**config.mk**
```make
export PLATFORM = sky130hd
export DESIGN_NAME = hist_eq_sequencer
export DESIGN_NICKNAME = d
export VERILOG_FILES = /design/src/rtl/hist_eq_pkg.sv /design/src/rtl/hist_eq_watchdog.sv /design/src/rtl/hist_eq_sequencer.sv
export SDC_FILE = /design/constraint.sdc
export NUM_CORES = 1
export LEC_CHECK = 0
export CELL_PAD_IN_SITES_DETAIL_PLACEMENT = 1
export CELL_PAD_IN_SITES_GLOBAL_PLACEMENT = 1
export CORE_ASPECT_RATIO = 0.7
export CORE_MARGIN = 4
export CORE_UTILIZATION = 32
export DETAILED_ROUTE_END_ITERATION = 6
export PLACE_DENSITY = 0.82
export SYNTH_ARGS = -nofsm -noshare
export SYNTH_HDL_FRONTEND = slang
export SYNTH_SLANG_ARGS = --single-unit
```
**constraint.sdc**
```tcl
create_clock -name clock -period 3.2 [get_ports clock]
set_input_delay 0.8 -clock clock [delete_from_list [all_inputs] [get_ports clock]]
set_output_delay 0.8 -clock clock [all_outputs]
set_load 0.005 [all_outputs]
```
**src/rtl/hist_eq_pkg.sv**
```systemverilog
// Shared types and widths for the histogram equalizer slice.
// This package holds the phase-controller state encoding and the scratchpad bus geometry.
package hist_eq_pkg;

  localparam int SCRATCH_ADDR_W = 16;
  localparam int SCRATCH_DATA_W = 128;
  localparam int BIN_W          = 8;

  typedef enum logic [2:0] {
    ST_IDLE  = 3'd0,
    ST_CLEAR = 3'd1,
    ST_HIST  = 3'd2,
    ST_CDF   = 3'd3,
    ST_MAP   = 3'd4,
    ST_DRAIN = 3'd5,
    ST_ERROR = 3'd6
  } state_e;

  function automatic logic isEnginePhase(input state_e s);
    return (s == ST_HIST) || (s == ST_CDF) || (s == ST_MAP);
  endfunction

endpackage

```
**src/rtl/hist_eq_watchdog.sv**
```systemverilog
// Per-phase watchdog: load clears the count, enable advances it.
// It flags the first cycle of a phase and the last cycle allowed before timeout.
module hist_eq_watchdog #(
  parameter int TIMEOUT_CYCLES = 4096
) (
  input  logic clock,
  input  logic rst_n,
  input  logic load_i,
  input  logic en_i,
  output logic first_o,
  output logic expire_o
);

  localparam int CNT_W = $clog2(TIMEOUT_CYCLES + 1);

  logic [CNT_W-1:0] cnt_q, cnt_d;

  always_comb begin
    cnt_d = cnt_q;
    if (load_i) begin
      cnt_d = '0;
    end else if (en_i) begin
      cnt_d = cnt_q + 1'b1;
    end
  end

  always_ff @(posedge clock or negedge rst_n) begin
    if (!rst_n) begin
      cnt_q <= '0;
    end else begin
      cnt_q <= cnt_d;
    end
  end

  assign first_o  = (cnt_q == '0);
  assign expire_o = en_i && (cnt_q == CNT_W'(TIMEOUT_CYCLES - 1));

endmodule

```
**src/rtl/hist_eq_sequencer.sv**
```systemverilog
// Phase controller for the histogram equalizer: CLEAR, HIST, CDF, MAP per frame.
// It owns the scratchpad write port, ping-pongs the bank per frame and watchdogs each engine phase.
module hist_eq_sequencer
  import hist_eq_pkg::*;
#(
  parameter int HIST_BINS      = 256,
  parameter int TIMEOUT_CYCLES = 4096
) (
  input  logic                      clock,
  input  logic                      rst_n,
  input  logic                      go_i,
  input  logic                      abort_i,
  output logic                      busy_o,
  output logic                      frame_done_o,
  output logic                      err_o,
  output logic                      bank_sel_o,
  output logic                      hist_start_o,
  input  logic                      hist_done_i,
  output logic                      cdf_start_o,
  input  logic                      cdf_done_i,
  output logic                      map_start_o,
  input  logic                      map_done_i,
  input  logic                      eng_m2_we_i,
  input  logic [SCRATCH_ADDR_W-1:0] eng_m2_waddr_i,
  input  logic [SCRATCH_DATA_W-1:0] eng_m2_wdata_i,
  output logic                      m2_we_o,
  output logic [SCRATCH_ADDR_W-1:0] m2_waddr_o,
  output logic [SCRATCH_DATA_W-1:0] m2_wdata_o
);

  localparam logic [BIN_W-1:0] LAST_BIN = BIN_W'(HIST_BINS - 1);
  localparam int               PAD_W    = SCRATCH_ADDR_W - BIN_W - 1;

  state_e                    state_q, state_d;
  state_e                    nextPhase_q, nextPhase_d;
  logic [BIN_W-1:0]          clrIdx_q, clrIdx_d;
  logic                      bankSel_q, bankSel_d;
  logic                      busy_q, busy_d;
  logic                      frameDone_q, frameDone_d;
  logic                      err_q, err_d;
  logic                      histStart_q, histStart_d;
  logic                      cdfStart_q, cdfStart_d;
  logic                      mapStart_q, mapStart_d;
  logic                      m2We_q, m2We_d;
  logic [SCRATCH_ADDR_W-1:0] m2Waddr_q, m2Waddr_d;
  logic [SCRATCH_DATA_W-1:0] m2Wdata_q, m2Wdata_d;

  logic phaseActive;
  logic phaseDone;
  logic wdFirst;
  logic wdExpire;

  assign phaseActive = isEnginePhase(state_q);

  // Every engine phase is entered from CLEAR or DRAIN, so the counter is always zero on entry.
  hist_eq_watchdog #(
    .TIMEOUT_CYCLES(TIMEOUT_CYCLES)
  ) u_watchdog (
    .clock   (clock),
    .rst_n   (rst_n),
    .load_i  (!phaseActive),
    .en_i    (phaseActive),
    .first_o (wdFirst),
    .expire_o(wdExpire)
  );

  always_comb begin
    phaseDone = 1'b0;
    case (state_q)
      ST_HIST: phaseDone = hist_done_i;
      ST_CDF:  phaseDone = cdf_done_i;
      ST_MAP:  phaseDone = map_done_i;
      default: phaseDone = 1'b0;
    endcase
  end

  always_comb begin
    state_d     = state_q;
    nextPhase_d = nextPhase_q;
    clrIdx_d    = clrIdx_q;
    bankSel_d   = bankSel_q;
    frameDone_d = 1'b0;

    case (state_q)
      ST_IDLE: begin
        if (go_i) begin
          state_d  = ST_CLEAR;
          clrIdx_d = '0;
        end
      end
      ST_CLEAR: begin
        clrIdx_d = clrIdx_q + 1'b1;
        if (clrIdx_q == LAST_BIN) begin
          state_d = ST_HIST;
        end
      end
      ST_HIST, ST_CDF, ST_MAP: begin
        // A done seen while start is just rising is stale and ignored.
        if (phaseDone && !wdFirst) begin
          state_d = ST_DRAIN;
          case (state_q)
            ST_HIST: nextPhase_d = ST_CDF;
            ST_CDF:  nextPhase_d = ST_MAP;
            default: nextPhase_d = ST_IDLE;
          endcase
        end else if (wdExpire) begin
          state_d = ST_ERROR;
        end
      end
      ST_DRAIN: begin
        state_d = nextPhase_q;
        if (nextPhase_q == ST_IDLE) begin
          frameDone_d = 1'b1;
          bankSel_d   = !bankSel_q;
        end
      end
      ST_ERROR: begin
        if (!go_i) begin
          state_d = ST_IDLE;
        end
      end
      default: state_d = ST_IDLE;
    endcase

    if (abort_i && (state_q != ST_IDLE)) begin
      state_d     = ST_IDLE;
      frameDone_d = 1'b0;
      bankSel_d   = bankSel_q;
    end
  end

  // Outputs are registered and computed from the state being entered, so they line up with it.
  always_comb begin
    busy_d      = (state_d != ST_IDLE);
    err_d       = (state_d == ST_ERROR);
    histStart_d = (state_d == ST_HIST);
    cdfStart_d  = (state_d == ST_CDF);
    mapStart_d  = (state_d == ST_MAP);
    m2We_d      = 1'b0;
    m2Waddr_d   = m2Waddr_q;
    m2Wdata_d   = m2Wdata_q;

    if (state_d == ST_CLEAR) begin
      m2We_d    = 1'b1;
      m2Waddr_d = {{PAD_W{1'b0}}, bankSel_d, clrIdx_d};
      m2Wdata_d = '0;
    end else if (phaseActive && (state_d != ST_IDLE) && (state_d != ST_ERROR)) begin
      // An x/z write enable falls to the else path and is treated as no write.
      if (eng_m2_we_i) begin
        m2We_d = 1'b1;
      end
      m2Waddr_d = eng_m2_waddr_i;
      m2Wdata_d = eng_m2_wdata_i;
    end
  end

  always_ff @(posedge clock or negedge rst_n) begin
    if (!rst_n) begin
      state_q     <= ST_IDLE;
      nextPhase_q <= ST_IDLE;
      clrIdx_q    <= '0;
      bankSel_q   <= 1'b0;
      busy_q      <= 1'b0;
      frameDone_q <= 1'b0;
      err_q       <= 1'b0;
      histStart_q <= 1'b0;
      cdfStart_q  <= 1'b0;
      mapStart_q  <= 1'b0;
      m2We_q      <= 1'b0;
      m2Waddr_q   <= '0;
      m2Wdata_q   <= '0;
    end else begin
      state_q     <= state_d;
      nextPhase_q <= nextPhase_d;
      clrIdx_q    <= clrIdx_d;
      bankSel_q   <= bankSel_d;
      busy_q      <= busy_d;
      frameDone_q <= frameDone_d;
      err_q       <= err_d;
      histStart_q <= histStart_d;
      cdfStart_q  <= cdfStart_d;
      mapStart_q  <= mapStart_d;
      m2We_q      <= m2We_d;
      m2Waddr_q   <= m2Waddr_d;
      m2Wdata_q   <= m2Wdata_d;
    end
  end

  assign busy_o       = busy_q;
  assign frame_done_o = frameDone_q;
  assign err_o        = err_q;
  assign bank_sel_o   = bankSel_q;
  assign hist_start_o = histStart_q;
  assign cdf_start_o  = cdfStart_q;
  assign map_start_o  = mapStart_q;
  assign m2_we_o      = m2We_q;
  assign m2_waddr_o   = m2Waddr_q;
  assign m2_wdata_o   = m2Wdata_q;

endmodule

```
==> impl_results.md <==
* Mean Syn Cell Area at 9.43 um2
* Total die area at 26500 um2
* Routed len/inst at 17.4 um
* Kind of critical path: flip-flop to flip-flop
* Synthesized area at 7670 um2
* Crit share post-route at 93.7%
* Placed cell area at 11200 um2
* Worst-path clk slew at 0.07 ns
* H-tree lvl count at 4
* Clock Sinks at 178
* Starting density of the core at 32.5%
* Leak Pwr at 5.42 nW
* Die width at 193 um
* Run status: completed
* Register area share after synthesis at 58.1%
* P&R area growth vs syn at 52.7%
* WHS at 0.332 ns
* CTS tree: built
* Initial antenna violation count at 0
* CP Max Fanout at 65
* Worst-Margin Slew at 0.553 ns
* Post-route ant nets at 0
* Relative max-transition margin at 63.1%
* Core area at 23600 um2
* Setup bufs post-CTS at 0
* Pin count of the biggest net entering global routing at 66
* Core Util, Final at 49.7%
* # rows at 47
* Most common cell after layout, fill and taps aside: clkdlybuf4s50_1
* Req. time, crit path at 3.54 ns
* Clock Skew at 0.0149 ns
* Hpwl dp at 18.8 mm
* Routability congestion estimate at 0.804
* Gr ovfl total at 0
* Ys async rst share at 100%
* CTS Buf Count at 17
* Final Slew Violations at 0
* Vias/cell at 4.75
* Clk buf depth at 2
* Yosys reg bits at 178
* Drt drc at 0
* Via count at 6826
* Library cells used by synthesis at 50
* Clk_lat worst skew at 0.42 ns
* Post-synthesis cell count at 813
* Top Ports at 304
* Commonest non-fill, non-tap cells in the layout: 302 x clkdlybuf4s50_1, 178 x dfrtp_1, 143 x inv_1, 141 x nand3_1, 134 x o21ai_1
* RSZ-0062 raised after global routing: false
* Number of max-cap violations at 0
* Syn Nets at 968
* Die boundary height at 138 um
* Cell area after layout at 11700 um2
* DR iter-0 viols at 227
* Total Wirelength at 25.0 mm
* Global Route Usage Sum at 18.2%
* PD cells at 433 nW/um2
* Clk root buf: clkbuf_16
* Synth Flop Type: dfrtp_1
* IO buf count at 303
* Fmax at 0.334 GHz
* Warnings, synthesis at 0
* Design Power at 5.07 mW
* HP Class: input pin to asynchronous set/reset pin
* First-pass GRT wire length at 38.2 mm
* DR pass1 iterations at 4
* Vias in the first global route at 7012
* Crit end category: flip-flop
* Layout cell share with drive strength beyond 1 at 6.16%
* Ant diodes at 0
* Critical Path AT at 3.34 ns
* Final setup fails at 0
* Crit path time final at 3.00 ns
* Peak VDD IR at 346 uV
* Hold Fails Final Rpt at 0
* Post-synth EDFFs at 0
* CP Launch Type: flip-flop
* Final nets at 1263
[cell type report]
type | count | area [um2]
clock buffer | 18 | 429
clock inverter | 13 | 126
fill | 2675 | 11900
inverter | 143 | 537
multi-input combinational | 439 | 2420
sequential | 178 | 4450
tap | 318 | 398
timing repair buffer | 329 | 3340
[final timing paths]
kind / to / slack [ns] / start / cells after the start
setup / recovery: m2_wdata_o[124] / 0.20 / state_q[0] / 9
hold / removal: m2_waddr_o[0] / 0.33 / rst_n / 1
setup reg to reg: m2_wdata_o[124] / 0.20 / state_q[0] / 9
hold reg to reg: clrIdx_q[7] / 0.50 / clrIdx_q[7] / 1
max in group asynchronous: m2_wdata_o[45] / 2.10 / rst_n / 2
min in group clock: clrIdx_q[7] / 0.50 / clrIdx_q[7] / 1
[Yosys cell counts (2+ instances only)]
library cell | number | share of area [%]
clkbuf_1 | 12 | 0.59
and3_1 | 5 | 0.41
o31ai_1 | 3 | 0.29
mux2_2 | 2 | 0.29
ha_1 | 3 | 0.49
or3_1 | 3 | 0.24
o22ai_1 | 2 | 0.16
buf_2 | 25 | 1.6
mux2i_1 | 10 | 1.3
inv_1 | 143 | 7.0
nand2_1 | 15 | 0.73
nor2_1 | 36 | 1.8
and2_1 | 3 | 0.24
buf_1 | 8 | 0.39
dfrtp_1 | 178 | 58
nor4_1 | 3 | 0.24
xnor2_1 | 8 | 0.91
a21oi_1 | 17 | 1.1
nand3_1 | 141 | 9.2
o21ai_0 | 15 | 0.98
buf_4 | 8 | 0.78
nor2b_1 | 5 | 0.41
nand4_1 | 4 | 0.33
o21ai_1 | 134 | 8.7
and4_1 | 2 | 0.23
nor3_1 | 4 | 0.26
[sequential cells by signal, summed over array words and instances (netlist names)]
register and count:
bank_sel_o 1, busy_o 1, cdf_start_o 1, m2_we_o 1, err_o 1, nextPhase_q 2, hist_start_o 1, clrIdx_q 8
m2_waddr_o 16, u_watchdog.cnt_q 13, state_q 3, map_start_o 1, m2_wdata_o 128, frame_done_o 1
[metrics by stage]
step | TNS [ns] | worst slack [ns] | std cells
4_1_cts | 0 | 0.159 | 1438
2_1_floorplan | 0 | 0.331 | 813
6_report | 0 | 0.203 | 1438
3_5_place_dp | -15.56 | -0.204 | 1407
5_1_grt | 0 | 0.0494 | 1438
3_3_place_gp | -5.77 | -0.0804 | 1407
[cells by family after synthesis]
| family | Yosys count | share of synthesized area (%) |
|---|---|---|
| multiplexers | 13 | 1.75 |
| buffers and inverters | 196 | 10.4 |
| AO/OA/AOI/OAI | 183 | 13.0 |
| AND/OR/NAND/NOR | 231 | 15.2 |
| flip-flops | 178 | 58.1 |
| XOR/XNOR | 9 | 1.03 |
| adder cells (fa/ha/maj) | 3 | 0.490 |
[power breakdown]
group	total, mW	internal (mW)	switching (mW)
clock network	2.05	1.08	0.963
logic	0.652	0.341	0.311
registers	2.37	2.31	0.0549
total	5.07	3.74	1.33
[worst max-delay path, cell delays in order, from the launching register on]
cell	delay, ns
dfrtp_1	0.58
nor2b_1	0.24
and2_1	0.25
a32oi_1	0.46
a22oi_2	0.22
o31ai_4	0.34
buf_4	0.27
buf_12	0.28
nand3_1	0.14
o21ai_1	0.11
[routing by layer]
metal  track usage (%)  vias up  part of all wire, %
met5                 0        -                    0
met4              4.40        0                  1.1
met3              6.13       20                  9.2
met2              29.8      211                   47
met1              23.6     3297                   43
li1                  -     3298                    -
[what timing repair did]
item                       in CTS  in global routing
hold buffers                    0                  0
setup endpoints to repair       0                  8
resized for setup               0                  1
Power figures use the tool's default switching activity.
